--- config.mk ---
export PLATFORM = sky130hd
export DESIGN_NAME = sd_cmd_tx
export DESIGN_NICKNAME = d
export VERILOG_FILES = /design/src/rtl/sd_cmd_tx.sv
export SDC_FILE = /design/constraint.sdc
export NUM_CORES = 1
export LEC_CHECK = 0
export CAP_MARGIN = 40
export CORE_MARGIN = 2
export CORE_UTILIZATION = 26
export DETAILED_ROUTE_END_ITERATION = 6
export PLACE_DENSITY = 0.41
export SYNTH_ARGS = -nofsm -noshare
export SYNTH_HDL_FRONTEND = slang
export SYNTH_HIERARCHICAL = 1
export SYNTH_SLANG_ARGS = --single-unit
export TNS_END_PERCENT = 5
--- constraint.sdc ---
create_clock -name clk -period 2.15 [get_ports clk]
set_input_delay 0.215 -clock clk [delete_from_list [all_inputs] [get_ports clk]]
set_output_delay 0.215 -clock clk [all_outputs]
set_load 0.02 [all_outputs]
--- src/rtl/sd_cmd_tx.sv ---
// SD command-line serializer with embedded CRC7 generator (x^7 + x^3 + 1).
// Builds the 48-bit command frame and shifts it out MSB-first on sd_tick.
// Optional build macro: SD_CMD_TX_PAD_EN appends PAD_BITS idle '1' bits (Ncc)
// after the end bit before reporting done.

module crc7 (
  input  logic       clk,
  input  logic       reset,
  input  logic       clr,
  input  logic       en,
  input  logic       din,
  output logic [6:0] crc,
  output logic [6:0] crc_nxt
);

  logic fb;

  // Next CRC value for the current input bit; exported so the caller can use
  // the final value on the same edge it is registered.
  always_comb begin
    fb      = din ^ crc[6];
    crc_nxt = {crc[5], crc[4], crc[3], crc[2] ^ fb, crc[1], crc[0], fb};
  end

  // CRC register: cleared at frame accept, advanced one bit per enable.
  always_ff @(posedge clk or posedge reset) begin
    if (reset)     crc <= '0;
    else if (clr)  crc <= '0;
    else if (en)   crc <= crc_nxt;
  end

endmodule

module sd_cmd_tx #(
  parameter int FRAME_BITS = 48,
  parameter int PAD_BITS   = 8
) (
  input  logic        clk,
  input  logic        reset,
  input  logic        sd_tick,
  input  logic        start,
  input  logic [5:0]  cmd_index,
  input  logic [31:0] cmd_arg,
  output logic        busy,
  output logic        done,
  output logic        cmd_out,
  output logic        cmd_oe,
  output logic [6:0]  crc_out
);

  localparam int DATA_BITS = FRAME_BITS - 8;
  localparam int CRC_BITS  = 7;
  localparam int CNT_MAX   = (PAD_BITS > DATA_BITS) ? PAD_BITS : DATA_BITS;
  localparam int CNT_W     = $clog2(CNT_MAX + 1);

  typedef enum logic [2:0] {
    IDLE,
    DATA,
    CRC,
    END,
    PAD
  } state_t;

  state_t               state, state_n;
  logic [DATA_BITS-1:0] shreg;
  logic [CRC_BITS-1:0]  crc_sh;
  logic [CNT_W-1:0]     cnt;
  logic                 accept;
  logic                 crc_en;
  logic                 done_n;
  logic [6:0]           crc_reg;
  logic [6:0]           crc_nxt;

  logic data_last;
  logic crc_last;

  assign data_last = (cnt == CNT_W'(DATA_BITS - 1));
  assign crc_last  = (cnt == CNT_W'(CRC_BITS - 1));

  crc7 u_crc7 (
    .clk     (clk),
    .reset   (reset),
    .clr     (accept),
    .en      (crc_en),
    .din     (shreg[DATA_BITS-1]),
    .crc     (crc_reg),
    .crc_nxt (crc_nxt)
  );

  // State register.
  always_ff @(posedge clk or posedge reset) begin
    if (reset) state <= IDLE;
    else       state <= state_n;
  end

  // Next-state and line outputs; every bit ends on an sd_tick.
  always_comb begin
    state_n = state;
    done_n  = 1'b0;
    accept  = 1'b0;
    crc_en  = 1'b0;
    busy    = 1'b1;
    cmd_oe  = 1'b1;
    cmd_out = 1'b1;
    case (state)
      IDLE: begin
        busy   = 1'b0;
        cmd_oe = 1'b0;
        if (start) begin
          accept  = 1'b1;
          state_n = DATA;
        end
      end
      DATA: begin
        cmd_out = shreg[DATA_BITS-1];
        if (sd_tick) begin
          crc_en = 1'b1;
          if (data_last) state_n = CRC;
        end
      end
      CRC: begin
        cmd_out = crc_sh[CRC_BITS-1];
        if (sd_tick && crc_last) state_n = END;
      end
      END: begin
        if (sd_tick) begin
`ifdef SD_CMD_TX_PAD_EN
          state_n = PAD;
`else
          state_n = IDLE;
          done_n  = 1'b1;
`endif
        end
      end
`ifdef SD_CMD_TX_PAD_EN
      PAD: begin
        if (sd_tick && (cnt == CNT_W'(PAD_BITS - 1))) begin
          state_n = IDLE;
          done_n  = 1'b1;
        end
      end
`endif
      default: state_n = IDLE;
    endcase
  end

  // Datapath: frame/CRC shift registers, bit counter, done pulse.
  // The CRC shifter loads the generator's combinational next value on the
  // 40th tick, so the first CRC bit follows the last data bit with no gap.
  always_ff @(posedge clk or posedge reset) begin
    if (reset) begin
      shreg   <= '0;
      crc_sh  <= '0;
      crc_out <= '0;
      cnt     <= '0;
      done    <= 1'b0;
    end else begin
      done <= done_n;
      if (accept) begin
        shreg <= {1'b0, 1'b1, cmd_index, cmd_arg};
        cnt   <= '0;
      end else if (sd_tick) begin
        case (state)
          DATA: begin
            shreg <= {shreg[DATA_BITS-2:0], 1'b0};
            if (data_last) begin
              cnt     <= '0;
              crc_sh  <= crc_nxt;
              crc_out <= crc_nxt;
            end else begin
              cnt <= cnt + 1'b1;
            end
          end
          CRC: begin
            crc_sh <= {crc_sh[CRC_BITS-2:0], 1'b0};
            cnt    <= crc_last ? '0 : cnt + 1'b1;
          end
          END:     cnt <= '0;
          PAD:     cnt <= cnt + 1'b1;
          default: cnt <= cnt;
        endcase
      end
    end
  end

endmodule

After elaboration in Yosys (flattened, before gate mapping). Index checks and enable logic that the tools add are counted.

Output and inout bits: 11. Register bits after elaboration: 71.

Add/sub/neg operators: 1. Eq/ne operators: 11. Multiplexer cells: 25. Bitwise operators: 3. Reductions and logical operators: 12.

Operator list (number): $mux W40 (3); $mux W6 (4); $pmux W6 S4 (1); $mux W7 (3); $mux W3 (5); $pmux W7 S2 (1); $pmux W3 S4 (1); $ne A2 B2 Y1 const B (5); $reduce_and A4 Y1 (2); $reduce_bool A2 Y1 (4); $add A6 B1 Y6 const B (1); $eq A3 B2 Y1 const B (2); $eq A6 B3 Y1 const B (1); $eq A6 B6 Y1 const B (1); $mux W1 (6); $reduce_and A5 Y1 (1); $reduce_bool A5 Y1 (1); $reduce_and A2 Y1 (2); $eq A3 B1 Y1 const B (1); $eq A3 B3 Y1 const B (1); $logic_not A3 Y1 (1); $pmux W1 S2 (1); $xor A1 B1 Y1 (2); $logic_and A1 B1 Y1 (1); $not A1 Y1 (1).

Longest topological paths before layout. Gate-level depths: netlist of the first run.

Depth in word-level cells: 5. Gate-level depth with buffers: 8. Gate-level depth less buffers: 7.

Hierarchy. Netlist of the first run, hierarchy kept.

Modules (own cells, without submodules): sd_cmd_tx (cells an instance 290, area each 3066.7 um^2, seq. area each 1576.5 um^2, times used 1); crc7 (cells an instance 31, area each 361.6 um^2, seq. area each 175.2 um^2, times used 1).

Worst setup path after synthesis of the first run. No wires, ideal clock.

Kind: register to register. Start point: reg state[0]. End point: reg crc_sh[1]. Data required time: 2022 ps. Stages on the path, launching flop included: 6. Library setup time: 128 ps. Path buffers: 1. Path slack: 397 ps. Arrival time: 1625 ps. Cell sequence: dfrtp_1 > inv_1 > ha_1 > clkbuf_1 > mux2_2 > mux2_1.

Word-level cells in the longest chain between the ends: 4. Elaborated cells on any way between the ends: 9.

RTL lines: from (decl) (line 64) `state_t state, state_n;`; from (signal assigned) (line 93) `else state <= state_n;`; branches (longest 4 deep; another with $reduce_and A4 Y1); to (signal assigned) (line 168) `crc_sh <= crc_nxt;`; to (signal assigned) (line 175) `crc_sh <= {crc_sh[CRC_BITS-2:0], 1'b0};`; to (decl) (line 66) `logic [CRC_BITS-1:0] crc_sh;`.

Several ways; the timed one is not identified. A chain may end at the register's enable or synchronous reset.

Worst setup path in the final report of the first run.
Start point: reg state[1]. End point: out cmd_oe.

Word-level cells in the longest chain between the ends: 2.

RTL lines: $logic_not A3 Y1 (line 105) `case (state)`; $mux W1 (line 105); to (decl) (line 47) `output logic cmd_oe,`.

Every way passes these cells.

==> run metrics, run 1 <==
largest buffer count on any clock path=2; setup TNS=0 ps; synth-to-layout area growth=29.1%; post-CTS setup buffer count=0; RR Endpoint=cnt[0]; number of synthesized flops with an enable pin=0; crit path launch type=flip-flop; final core utilization=0.348; Post-DP HPWL=5.04 mm; I/O Pins=53; Synth Warn #=6; part of the Yosys area used for sequential elements=0.511; routed vias=about 2400; synth top area cells=dfrtp_1 (51%), mux2i_1 (13%), o21ai_0 (6.1%); Min Clock Period, post-route=just under 2000 ps; Hold Vio Cnt, Final=0; Crit path required time=~1900 ps; Reg2Reg Depth=6; ys async rst share=1.00; placed insts=531; CTS buffer count=9; worst skew pair latency=between 300 and 400 ps; start of the worst register-to-register path=state[1]; # setup viols final=0; synthesized area per cell=~11 um2; CTS H-tree lvls=3; via/cell ratio=between 4 and 5; synthesized area=roughly 3400 um2; Syn Inst Count=around 320; Synth area leader=dfrtp_1; Die X=around 120 um; Post-Syn Nets=around 370; prevailing post-synth register cell=dfrtp_1; Finished Layout Cells=547; Detailed Routing Iterations Pass 1=4; top-count cell post-synth=dfrtp_1; largest reg by FF count=shreg; Yosys cell types=42; Starting Density=0.269; # nets final=~420; Die Height=approximately 120 um; Peak Freq=507 MHz; Hold Slack=189 ps; clock root buffer master=clkbuf_16; PortBufs=52; Worst Path Arrival=about 1800 ps; Final period util=0.918; Row Count=approximately 40; vias in the first global route=about 2500; clk sinks=70; DR iter-0 viols=between 50 and 60; largest net degree at the start of global routing=between 50 and 60; Final ANT Viol Nets=0; GP Congestion=0.745; first-pass GRT wire length=between 10 and 15 mm; critical path class=reg -> out; die area=between 10000 and 15000 um2; initial antenna violation count=0; DRC=0; layout cell share with drive strength beyond 1=0.101; max reg flops=40; unrepaired setup endpoints after global routing=no; core area=12700 um2; worst slew pin tran=between 500 and 600 ps; pwr/cell area=1300 nW/um2; Wirelength per Cell=around 14 um; Max-cap violations=0; routed wire length=around 7.4 mm; worst-case vdd ir drop=between 300 and 400 uV; Worst Skew=~7 ps; flops & latches, synth=70; GRT Total Usage=0.112; FF-to-FF setup slack=220 ps; status=finished clean; CP Capture Type=primary output; Pleak=2.00 nW; diode count=0; Hold WC Path Type=in -> async; Post-synth top cells=dfrtp_1 (70), nand2_1 (55), mux2i_1 (45); CTS tree=built; total grt overflow=0; post-synth top area share=0.511; crit path max fanout=4; Rel. slew slack=0.658; CTS clk-pin slew, worst paths=approximately 60 ps; max-slew violation count=0
cell usage in the layout (no fill, tap or decap), types with 4 or more instances in the layout:
master and n:
nor2_1 10, mux2_2 6, inv_1 7, nand2_1 55
mux2_1 14, clkdlybuf4s50_1 51, buf_4 8, ha_1 5
nand3_1 7, mux2i_1 45, dfrtp_1 70, a21oi_1 4
o21ai_0 42, clkbuf_16 9
kinds of logic (layout without fill, tap and decap cells):
| kind of cell | Yosys count | after routing | share of synthesized area |
|---|---|---|---|
| muxes | 66 | 66 | 0.201 |
| adders and majority gates | 6 | 6 | 0.0219 |
| buffers and inverters | 33 | 87 | 0.0467 |
| DFF | 70 | 70 | 0.511 |
| AOI/OAI and AO/OA | 61 | 61 | 0.100 |
| and+or+nand+nor | 83 | 83 | 0.109 |
| xor gates and xnor gates | 2 | 2 | 0.00985 |
per-stage QoR:
step	power [mW]	cell area (um2)	setup slack, ps
after floorplan	3.71	3430	365
after CTS	5.85	4420	11.5
after detailed placement	4.30	4120	270
after global placement	4.29	4120	295
final	5.74	4430	176
after global routing	6.22	4430	98.4
routing by layer:
| layer | wire length (um) | GRT usage | vias up | part of all wire |
|---|---|---|---|---|
| met3 | 293 | 0.0283 | 4 | 0.040 |
| met4 | 36 | 0.0379 | 0 | 0.0049 |
| met2 | 3310 | 0.168 | 44 | 0.45 |
| met1 | 3770 | 0.159 | 1163 | 0.51 |
| met5 | 0 | 0 | - | 0 |
| li1 | - | - | 1206 | - |
worst max-delay path, stage by stage (launching register included):
cell and delay, ps:
dfrtp_1 420, inv_1 90, ha_1 230, inv_1 100
clkdlybuf4s50_1 600
worst max path at each step:
stage | to | start
final | cmd_oe | state[1]
after global routing | cnt[0] | state[1]
after CTS | cmd_out | state[0]
after detailed placement | cnt[0] | state[1]
after global placement | cnt[0] | state[1]
after floorplan | cnt[0] | reset
final cells by class:
class	count	area, um2
inverters	10	37.5
multi-input cells	218	1520
clock inverters	6	71.3
well taps	172	215
fillers	1361	8300
flip-flops and latches	70	1750
clock buffers	10	229
repair buffers	61	603
repair_timing:
item                                    CTS  global route
hold buffers                              0             0
gates cloned                              0             0
resized for setup                         1             1
pin swaps                                 0             0
endpoints found under the setup margin    1             1
where the power goes:
group          switching, mW  internal [mW]
Combinational           1.08          0.974
Sequential             0.359           1.83
Clock                  0.590          0.907
Power figures use the tool's default switching activity.
==> inputs of run 2 (changes only) <==
HOLD_SLACK_MARGIN = 0.12   (was not set)
==> results of run 2 <==
Final layout, timing and power as in run 1 (identical DEF).
==> inputs of run 3 (changes only) <==
CAP_MARGIN = 20   (was 40)
CORE_UTILIZATION = 54   (was 26)
PLACE_DENSITY = 0.77   (was 0.41)
==> run metrics, run 3 (same netlist as run 1, synthesis figures left out) <==
status=finished clean; max-slew violation count=0 (unchanged); DRC=0 (unchanged); Peak Freq=505 MHz (-0.32%); Final ANT Viol Nets=0 (unchanged); Crit path required time=1930 ps (about the same); largest buffer count on any clock path=2 (unchanged); initial antenna violation count=0 (unchanged); Sw Share=0.360 (+0.00637); Die X=83.7 um (-30%); first-pass GRT wire length=10.9 mm (-14%); Worst Setup SP=state[1]; crit path buf inv count=3 (unchanged); DR iter-0 viols=108 (+86%); power consumption=5.27 mW (-8.3%); clk sinks=70 (unchanged); top cell family by delay on the critical path=buffers and inverters; slowest CP cell=clkdlybuf4s50_1; Detailed Routing Iterations Pass 1=4 (unchanged); Final period util=0.921 (+0.00298); worst-case vdd ir drop=1060 uV (+170%); GRT Total Usage=0.195 (+0.0830); core area=6240 um2 (-51%); setup TNS=0 ps (unchanged); start of the worst register-to-register path=state[1]; CTS resizes=1 (unchanged); Hold WC Path Type=in -> async; CTS H-tree lvls=3 (unchanged); layout cell share with drive strength beyond 1=0.101 (unchanged); part of the power in registers=0.416 (+0.035); unrepaired setup endpoints after global routing=no; max reg flops=40 (unchanged); crit path max fanout=4 (unchanged); Rel. slew slack=0.721 (+0.0630); Starting Density=0.549 (+0.280); routed wire length=6.32 mm (-15%); Die Height=83.7 um (-30%); worst slew pin tran=418 ps (-95.2 ps); CP Capture Type=primary output; most frequent cells in the layout=dfrtp_1 (70), nand2_1 (55), clkdlybuf4s50_1 (51), mux2i_1 (45), o21ai_0 (42); Wirelength per Cell=14.0 um (+3.3%); worst path cell trace=inv_1 -> ha_1 -> inv_1 -> clkdlybuf4s50_1; critical path class=reg -> out; most used cell, CP=inv_1; pwr/cell area=1250 nW/um2 (-3.8%); crit path launch type=flip-flop; Max-cap violations=0 (unchanged); synth-to-layout area growth=23.0%; # setup viols final=0 (unchanged); worst skew pair latency=340 ps (about the same); Post-DP HPWL=4.50 mm (-11%); P_int=3.37 mW (-9.2%); # nets final=419 (+0.24%); slowest cell delay on critical path=600 ps (about the same); vias in the first global route=2362 (-6.8%); Switch Pwr=1.90 mW (-6.7%); clock root buffer master=clkbuf_8; leading cell type in the layout, fill and taps excluded=dfrtp_1; Post-CTS Hold Fix Bufs=0 (unchanged); diode count=0 (unchanged); post-CTS setup buffer count=0 (unchanged); total grt overflow=0 (unchanged); GP Congestion=0.844 (+13%); Row Count=29 (-29%); CTS buffer count=9 (unchanged); Worst Skew=9.67 ps (+2.51 ps); largest net degree at the start of global routing=39 (-33%); die area=7000 um2 (-50%); Logic pwr share=0.388 (+0.030); PortBufs=52 (unchanged); Min Clock Period, post-route=1980 ps (+6.42 ps); Worst Path Arrival=1770 ps (about the same); clock network power share=0.196 (-0.065); I/O Pins=53 (unchanged); CTS tree=built; routed vias=2408 (-0.37%); CTS clk-pin slew, worst paths=70 ps (about the same); Hold Vio Cnt, Final=0 (unchanged); via/cell ratio=5.33 (+21%); Pleak=1.96 nW (-1.7%); largest reg by FF count=shreg
==> run 3: cell count changes in the layout (fill, tap and decap cells not counted) <==
| cell | before | now |
|---|---|---|
| buf_12 | 1 | 2 |
| clkbuf_16 | 9 | 0 |
| clkbuf_8 | 0 | 10 |
| clkinv_2 | 0 | 2 |
| clkinv_4 | 2 | 0 |
| clkinvlp_4 | 2 | 1 |
| inv_6 | 1 | 0 |
==> run 3: through the flow <==
stage	cell area (um2)	cells	hold WS, ps	utilization	setup WS [ps]
2_1_floorplan	3430	321	18.4	-	365
3_3_place_gp	4020	437	469	0.645	346
3_5_place_dp	4020	437	477	0.645	297
4_1_cts	4210	452	148	0.675	17.0
5_1_grt	4220	452	171	0.676	60.4
6_report	4220	452	151	0.676	170
==> run 3: final cells by class <==
type / count / area (um2)
Fill cell: 485 / 2020
Sequential cell: 70 / 1750
Multi-Input combinational cell: 218 / 1520
Timing Repair Buffer: 62 / 623
Clock buffer: 11 / 141
Tap cell: 77 / 96.3
Clock inverter: 4 / 47.5
Inverter: 10 / 37.5
==> run 3: path summary, 6_finish.rpt <==
check                      cells past startpoint  slack [ps]       endpoint
min in group clk                               3         420      shreg[34]
hold reg to reg                                1         490     crc_out[6]
setup / recovery                               4         170           busy
setup reg to reg                               6         300         cnt[0]
hold / removal                                 2         150  u_crc7/crc[5]
max in group asynchronous                      3        1400       shreg[2]
==> run 3: power groups by stage <==
| stage | combinational [mW] | sequential [mW] | clock, mW |
|---|---|---|---|
| final | 2.04 | 2.19 | 1.03 |
| after global routing | 2.30 | 2.26 | 1.11 |
| after CTS | 2.06 | 2.19 | 1.04 |
| after detailed placement | 2.05 | 2.21 | 0 |
| after global placement | 1.98 | 2.18 | 0 |
| after floorplan | 1.60 | 2.11 | 0 |
==> run 3: worst register-to-register path, delay by kind of cell, from the launching register on <==
kind	cells	cell delay, ps
buffers and inverters	1	90
flip-flops	1	410
AND/OR/NAND/NOR	2	480
adder cells (fa/ha/maj)	1	340
AO/OA/AOI/OAI	2	400
==> run 3: layer usage <==
layer / wire length (um) / GRT usage / vias up / part of all wire
li1: - / - / 1204 / -
met1: 3080 / 0.270 / 1133 / 0.49
met2: 2890 / 0.305 / 62 / 0.46
met3: 246 / 0.0336 / 9 / 0.039
met4: 109 / 0.0865 / 0 / 0.017
met5: 0 / 0 / - / 0
